## src/rtl/frame_sender_if.sv

```systemverilog
// frame_sender_if: payload intake, frame offer and confirmation signals of frame_sender
interface frame_sender_if #(
    parameter int DATA_SIZE = 64,
    parameter int PREAMBLE_SIZE = 7,
    parameter int CRC_SIZE = 4
);
    localparam int FRAME_SIZE = (PREAMBLE_SIZE + DATA_SIZE + CRC_SIZE) * 8 - 1;
    logic [0:DATA_SIZE*8-1] pl_data;
    logic pl_valid;
    logic pl_start;
    logic pl_end;
    logic pl_ready;
    logic [0:FRAME_SIZE] Fout;
    logic Fout_valid;
    logic [7:0] confirm_in;
    logic confirm_in_valid;
    logic done;
    logic [7:0] status;
    modport master (
        output pl_data, pl_valid, pl_start, pl_end, confirm_in, confirm_in_valid,
        input pl_ready, Fout, Fout_valid, done, status
    );
    modport slave (
        input pl_data, pl_valid, pl_start, pl_end, confirm_in, confirm_in_valid,
        output pl_ready, Fout, Fout_valid, done, status
    );
endinterface

```

## src/rtl/frame_sender.sv

```systemverilog
// frame_sender: wraps payloads into typed, numbered, CRC-32 protected frames and resends them until confirmed
module frame_sender #(
    parameter int DATA_SIZE = 64,
    parameter int PREAMBLE_SIZE = 7,
    parameter int CRC_SIZE = 4,
    parameter int MAX_RETRY = 3,
    parameter int TIMEOUT = 1024
) (
    input logic clk,
    input logic rst,
    frame_sender_if.slave bus
);
    localparam int NB = (PREAMBLE_SIZE + DATA_SIZE) * 8;
    localparam int CW = $clog2(NB);
    localparam int TW = $clog2(TIMEOUT + 1);
    localparam int RW = $clog2(MAX_RETRY + 2);
    localparam logic [31:0] POLY = 32'h04C11DB7;
    localparam logic [2:0] IDLE = 3'd0, BUILD = 3'd1, CRC = 3'd2, SEND = 3'd3,
                           WAIT_ACK = 3'd4, RETRY = 3'd5, FINISH = 3'd6;
    localparam logic [7:0] ST_OK = 8'h05, ST_ERR = 8'h04, ST_ABORT = 8'h08;

    logic [2:0] state;
    logic [CW-1:0] cnt;
    logic [TW-1:0] tmr;
    logic [RW-1:0] retry;
    logic [31:0] crc, crc_nxt, fnum, num;
    logic [7:0] typ;
    logic msg_open, last, seq_err, ack, nack, abort, tout, resend;

    always_comb begin
        typ = {6'd0, ~(bus.pl_start ^ bus.pl_end), bus.pl_end};
        num = bus.pl_start ? 32'd0 : fnum + 32'd1;
        seq_err = bus.pl_start == msg_open;
        ack = bus.confirm_in_valid && bus.confirm_in == ST_OK;
        nack = bus.confirm_in_valid && bus.confirm_in == ST_ERR;
        abort = bus.confirm_in_valid && bus.confirm_in == ST_ABORT;
        tout = tmr == TW'(TIMEOUT - 1);
        resend = !ack && !abort && retry < RW'(MAX_RETRY);
        crc_nxt = {crc[30:0], 1'b0} ^ ((crc[31] ^ bus.Fout[cnt]) ? POLY : 32'd0);
    end

    always_ff @(posedge clk or posedge rst) begin
        if (rst) begin
            state <= IDLE;
            cnt <= '0;
            tmr <= '0;
            retry <= '0;
            crc <= '0;
            fnum <= '0;
            msg_open <= 1'b0;
            last <= 1'b0;
            bus.pl_ready <= 1'b0;
            bus.Fout <= '0;
            bus.Fout_valid <= 1'b0;
            bus.done <= 1'b0;
            bus.status <= '0;
        end else begin
            bus.done <= 1'b0;
            case (state)
                IDLE: if (bus.pl_valid && bus.pl_ready) begin
                    bus.pl_ready <= 1'b0;
                    // out-of-order payloads are consumed and reported without touching the message
                    if (seq_err) begin
                        bus.done <= 1'b1;
                        bus.status <= ST_ERR;
                        state <= FINISH;
                    end else begin
                        bus.Fout <= {typ, {(PREAMBLE_SIZE*8-40){1'b0}}, num, bus.pl_data,
                                     {(CRC_SIZE*8){1'b0}}};
                        fnum <= num;
                        msg_open <= 1'b1;
                        last <= bus.pl_end;
                        state <= BUILD;
                    end
                end else begin
                    bus.pl_ready <= 1'b1;
                end
                BUILD: begin
                    crc <= '0;
                    cnt <= '0;
                    state <= CRC;
                end
                CRC: begin
                    crc <= crc_nxt;
                    cnt <= cnt + CW'(1);
                    if (cnt == CW'(NB - 1)) state <= SEND;
                end
                SEND: begin
                    bus.Fout[NB +: 32] <= crc;
                    bus.Fout_valid <= 1'b1;
                    tmr <= '0;
                    state <= WAIT_ACK;
                end
                WAIT_ACK: if (ack || abort || nack || tout) begin
                    bus.Fout_valid <= 1'b0;
                    if (resend) begin
                        state <= RETRY;
                    end else begin
                        bus.done <= 1'b1;
                        bus.status <= ack ? ST_OK : abort ? ST_ABORT : ST_ERR;
                        msg_open <= ack && !last;
                        state <= FINISH;
                    end
                end else begin
                    tmr <= tmr + TW'(1);
                end
                // re-offer directly so the valid gap is a single cycle
                RETRY: begin
                    retry <= retry + RW'(1);
                    tmr <= '0;
                    bus.Fout_valid <= 1'b1;
                    state <= WAIT_ACK;
                end
                FINISH: begin
                    retry <= '0;
                    tmr <= '0;
                    bus.pl_ready <= 1'b1;
                    state <= IDLE;
                end
                default: state <= IDLE;
            endcase
        end
    end
endmodule

```

## src/flat_wrapper.sv

```systemverilog
// flat-port wrapper written by rule: the top's interface ports become plain ports
module frame_sender_flat 
#(
    parameter int DATA_SIZE = 64,
    parameter int PREAMBLE_SIZE = 7,
    parameter int CRC_SIZE = 4,
    parameter int MAX_RETRY = 3,
    parameter int TIMEOUT = 1024
)
  (clk, rst, bus_pl_data, bus_pl_valid, bus_pl_start, bus_pl_end, bus_confirm_in, bus_confirm_in_valid, bus_pl_ready, bus_Fout, bus_Fout_valid, bus_done, bus_status);
  frame_sender_if #(.DATA_SIZE(DATA_SIZE), .PREAMBLE_SIZE(PREAMBLE_SIZE), .CRC_SIZE(CRC_SIZE)) bus_i ();
  input logic clk;
  input logic rst;
  input wire logic [$bits(bus_i.pl_data)-1:0] bus_pl_data;
  input wire logic [$bits(bus_i.pl_valid)-1:0] bus_pl_valid;
  input wire logic [$bits(bus_i.pl_start)-1:0] bus_pl_start;
  input wire logic [$bits(bus_i.pl_end)-1:0] bus_pl_end;
  input wire logic [$bits(bus_i.confirm_in)-1:0] bus_confirm_in;
  input wire logic [$bits(bus_i.confirm_in_valid)-1:0] bus_confirm_in_valid;
  output wire logic [$bits(bus_i.pl_ready)-1:0] bus_pl_ready;
  output wire logic [$bits(bus_i.Fout)-1:0] bus_Fout;
  output wire logic [$bits(bus_i.Fout_valid)-1:0] bus_Fout_valid;
  output wire logic [$bits(bus_i.done)-1:0] bus_done;
  output wire logic [$bits(bus_i.status)-1:0] bus_status;
  assign bus_i.pl_data = bus_pl_data;
  assign bus_i.pl_valid = bus_pl_valid;
  assign bus_i.pl_start = bus_pl_start;
  assign bus_i.pl_end = bus_pl_end;
  assign bus_i.confirm_in = bus_confirm_in;
  assign bus_i.confirm_in_valid = bus_confirm_in_valid;
  assign bus_pl_ready = bus_i.pl_ready;
  assign bus_Fout = bus_i.Fout;
  assign bus_Fout_valid = bus_i.Fout_valid;
  assign bus_done = bus_i.done;
  assign bus_status = bus_i.status;
  frame_sender #(.DATA_SIZE(DATA_SIZE), .PREAMBLE_SIZE(PREAMBLE_SIZE), .CRC_SIZE(CRC_SIZE), .MAX_RETRY(MAX_RETRY), .TIMEOUT(TIMEOUT)) u_core (.clk(clk), .rst(rst), .bus(bus_i));
endmodule
```

## config.mk

```make
export PLATFORM = sky130hd
export DESIGN_NAME = frame_sender_flat
export DESIGN_NICKNAME = d
export VERILOG_FILES = /design/src/rtl/frame_sender_if.sv /design/src/rtl/frame_sender.sv /design/src/flat_wrapper.sv
export SDC_FILE = /design/constraint.sdc
export NUM_CORES = 2
export LEC_CHECK = 0
export CAP_MARGIN = 20
export CELL_PAD_IN_SITES_DETAIL_PLACEMENT = 0
export CELL_PAD_IN_SITES_GLOBAL_PLACEMENT = 1
export CORE_AREA = 2 2 449 451
export DETAILED_ROUTE_END_ITERATION = 10
export DIE_AREA = 0 0 451 453
export GPL_TIMING_DRIVEN = 1
export PLACE_DENSITY_LB_ADDON = 0.1
export SETUP_SLACK_MARGIN = 0.5
export SLEW_MARGIN = 20
export SYNTH_ARGS = -nofsm -noshare
export SYNTH_HDL_FRONTEND = slang
export SYNTH_SLANG_ARGS = --single-unit
export TNS_END_PERCENT = 10
```

## constraint.sdc

```tcl
create_clock -name clk -period 66.7 [get_ports clk]
set_clock_uncertainty 0.2 [all_clocks]
set_input_delay 13.34 -clock clk [delete_from_list [all_inputs] [get_ports clk]]
set_output_delay 13.34 -clock clk [all_outputs]
set_load 0.01 [all_outputs]
```

==> impl_metrics.env <==
export IMPL_cts_tree="built"
export IMPL_initial_core_util_pct=15.2
export IMPL_max_freq_ghz=0.0574
export IMPL_setup_tns_ns=0
export IMPL_place_area_um2=44100
export IMPL_ir_drop_uv=18.2
export IMPL_p_seq_share_pct=32.1
export IMPL_syn_area_per_cell_um2=9.27
export IMPL_synth_warnings=0
export IMPL_period_needed_ns=17.43
export IMPL_gp_congestion=0.802
export IMPL_drive_gt1_share_pct=7.52
export IMPL_syn_area_um2=30400
export IMPL_ys_ff_latch=644
export IMPL_power_density_nw_per_um2=48.5
export IMPL_vias=27800
export IMPL_dieArea_um2=204000
export IMPL_die_width_um=451
export IMPL_areaGrowthSynthToFinish_pct=55.5
export IMPL_design_area_um2=47200
export IMPL_grt_max_degree=164
export IMPL_path_clk_slew_ns=0.06
export IMPL_drc=0
export IMPL_worstPathMaxFanout=153
export IMPL_p_leak_nw=21.1
export IMPL_final_net_count=4842
export IMPL_synth_edf_count=0
export IMPL_crit_arrival_ns=17.88
export IMPL_ios=1137
export IMPL_viasPerCell=3.94
export IMPL_drv_cap=0
export IMPL_internal_power_w=0.00134
export IMPL_slew_violations=0
export IMPL_synthCells=3275
export IMPL_cts_root_buffer="clkbuf_16"
export IMPL_grt_ovfl_total=0
export IMPL_clock_sinks=644
export IMPL_post_cts_repair_setup_buffers=0
export IMPL_nFillCells=21700
export IMPL_numCtsBuffers=92
export IMPL_multiInputGateArea_um2=13100
export IMPL_fp_dieH_um=453
export IMPL_min_period_over_period_pct=26.1
export IMPL_async_flop_share_pct=100
export IMPL_wl_per_cell_um=27.1
export IMPL_wirelength_mm=191
export IMPL_drt_initial_drc_count=1686
export IMPL_slew_headroom_pct=28.0
export IMPL_yosysSeqAreaShare_pct=53.1
export IMPL_seqCellArea_um2=16100
export IMPL_end_kind="register"
export IMPL_drtPass1Iterations=5
export IMPL_grt_pass1_vias=29100
export IMPL_status="finished clean"
export IMPL_io_buffers=1109
export IMPL_antenna_left=0
export IMPL_hold_viol_final=0
export IMPL_grt_pass1_wl_mm=260
export IMPL_worstMarginPinSlew_ns=1.08
export IMPL_p_sw_w=0.000951
export IMPL_clockBufferDepth=3
export IMPL_grt_use_total_pct=18.2
export IMPL_cts_htree_levels=3
export IMPL_hp_class="register to register"
export IMPL_antenna_found_initial=61
export IMPL_swShare_pct=41.5
export IMPL_row_count=164
export IMPL_clockPowerShare_pct=22.3
export IMPL_postCtsHoldBufs=0
export IMPL_combPwrFrac_pct=45.6
export IMPL_setup_violations=0
export IMPL_dp_hpwl_mm=144
export IMPL_synth_flop_cell="dfrtp_1"
export IMPL_startpoint_type="input pin"
export IMPL_rsz0062_at_grt="no"
export IMPL_core_area_um2=199000
export IMPL_cp_required_ns=67.15
export IMPL_cts_resized=0
export IMPL_yosysUniqueCellTypes=73
export IMPL_clk_insertion_delay_late_ns=0.74
export IMPL_path_class="input pin to register"
-- state kept, by name, indices dropped and copies added (netlist names) --
register               cells
u_core.bus.status          3
u_core.crc                32
u_core.state               3
u_core.fnum               31
u_core.msg_open            1
u_core.bus.Fout          547
u_core.cnt                10
u_core.tmr                11
u_core.retry               3
u_core.bus.pl_ready        1
u_core.bus.done            1
u_core.bus.Fout_valid      1
-- synth_stat cells, types with 4 or more instances --
master	number	area (um2)
buf_6	10	113
mux2i_1	64	641
clkbuf_1	158	593
nor2_1	84	315
a211oi_1	6	45.0
a31oi_1	24	150
mux4_1	10	263
dfrtp_1	644	16100
and3_1	11	68.8
nand2_1	1703	6390
a22o_1	23	201
mux2_2	6	67.6
nand2b_1	9	56.3
o211ai_1	4	30.0
nor4_1	7	43.8
buf_4	37	278
buf_2	20	100
xnor2_1	7	61.3
nor2b_1	11	68.8
o31ai_1	6	45.0
a221o_1	14	140
nand3_1	61	305
xor2_1	26	228
nand4_1	12	75.1
and2_1	4	25.0
ha_1	4	50.1
o21ai_0	34	170
nor3_1	13	65.1
buf_1	9	33.8
inv_1	10	37.5
mux4_2	117	2640
or3_1	9	56.3
a21oi_1	33	165
a22oi_1	19	143
-- cell usage in the layout (no fill, tap or decap), types with 19 or more instances in the layout --
master,count
a21oi_1,33
a22o_1,23
a22oi_1,19
a31oi_1,24
buf_4,43
clkbuf_1,33
clkbuf_16,95
clkbuf_8,23
clkdlybuf4s50_1,1109
conb_1,27
dfrtp_1,638
mux2i_1,64
mux4_2,117
nand2_1,1703
nand3_1,61
nor2_1,83
o21ai_0,34
xor2_1,26
-- worst paths after layout --
check	startpoint	cells past startpoint	slack, ns	end
max	bus_pl_start	9	49.27	u_core.bus.Fout[332]
min	u_core.bus.status[0]	2	0.27	u_core.bus.status[0]
max reg2reg	u_core.cnt[1]	12	60.55	u_core.crc[4]
min reg2reg	u_core.bus.status[0]	2	0.27	u_core.bus.status[0]
max in group asynchronous	rst	6	49.75	u_core.bus.Fout[564]
min in group asynchronous	rst	2	12.91	u_core.bus.Fout[70]
-- power by group through the flow --
stage	logic, W	registers, W	clock network, W
final	0.00104	0.000735	0.000512
after global routing	0.00113	0.000761	0.000547
after CTS	0.00108	0.000740	0.000533
after detailed placement	0.00108	0.000744	0
after global placement	0.00108	0.000746	0
after floorplan	0.000421	0.000728	0
-- cell type report --
| cell class | instances | share of cell area, % |
|---|---|---|
| multi-input combinational | 2406 | 27.8 |
| clock buffer | 151 | 5.97 |
| clock inverter | 18 | 0.511 |
| sequential | 644 | 34.2 |
| inverter | 12 | 0.117 |
| tap | 2656 | 7.04 |
| antenna | 10 | 0.0530 |
| timing repair buffer | 1156 | 24.4 |
-- through the flow --
step / setup WS (ns) / power (W) / std cells / hold WS (ns) / utilization (%)
final: 49.27 / 0.00229 / 7053 / 0.272 / 23.7
after global routing: 48.90 / 0.00244 / 7048 / 0.293 / 23.7
after CTS: 49.31 / 0.00236 / 7043 / 0.276 / 23.7
after detailed placement: 48.51 / 0.00182 / 6874 / 0.261 / 22.2
after global placement: 48.56 / 0.00183 / 6874 / 0.263 / 22.2
after floorplan: 35.12 / 0.00115 / 3301 / 0.254 / -
-- worst max-delay path, stage by stage --
cell and delay [ns]:
clkdlybuf4s50_1 0.83, xor2_1 0.22, nand4_1 0.14, buf_4 0.50, buf_12 0.51, buf_4 0.81
buf_4 0.83, nand2_1 0.12, nand2_1 0.10
-- logic make-up after synthesis --
logic type / synth area share, %
and+or+nand+nor: 25.1
DFF: 53.1
buffers and inverters: 4.11
AOI/OAI and AO/OA: 4.75
muxes: 11.9
xor gates and xnor gates: 0.952
adders and majority gates: 0.165
other: 0.0123
-- layer usage --
metal	share of wire, %	vias to the layer above	track usage (%)
li1	-	12800	-
met1	41	13900	22.2
met2	50	802	31.7
met3	6.5	209	5.54
met4	1.7	54	3.23
met5	0.18	-	0
Note: power is estimated with default switching activity, not from simulation.
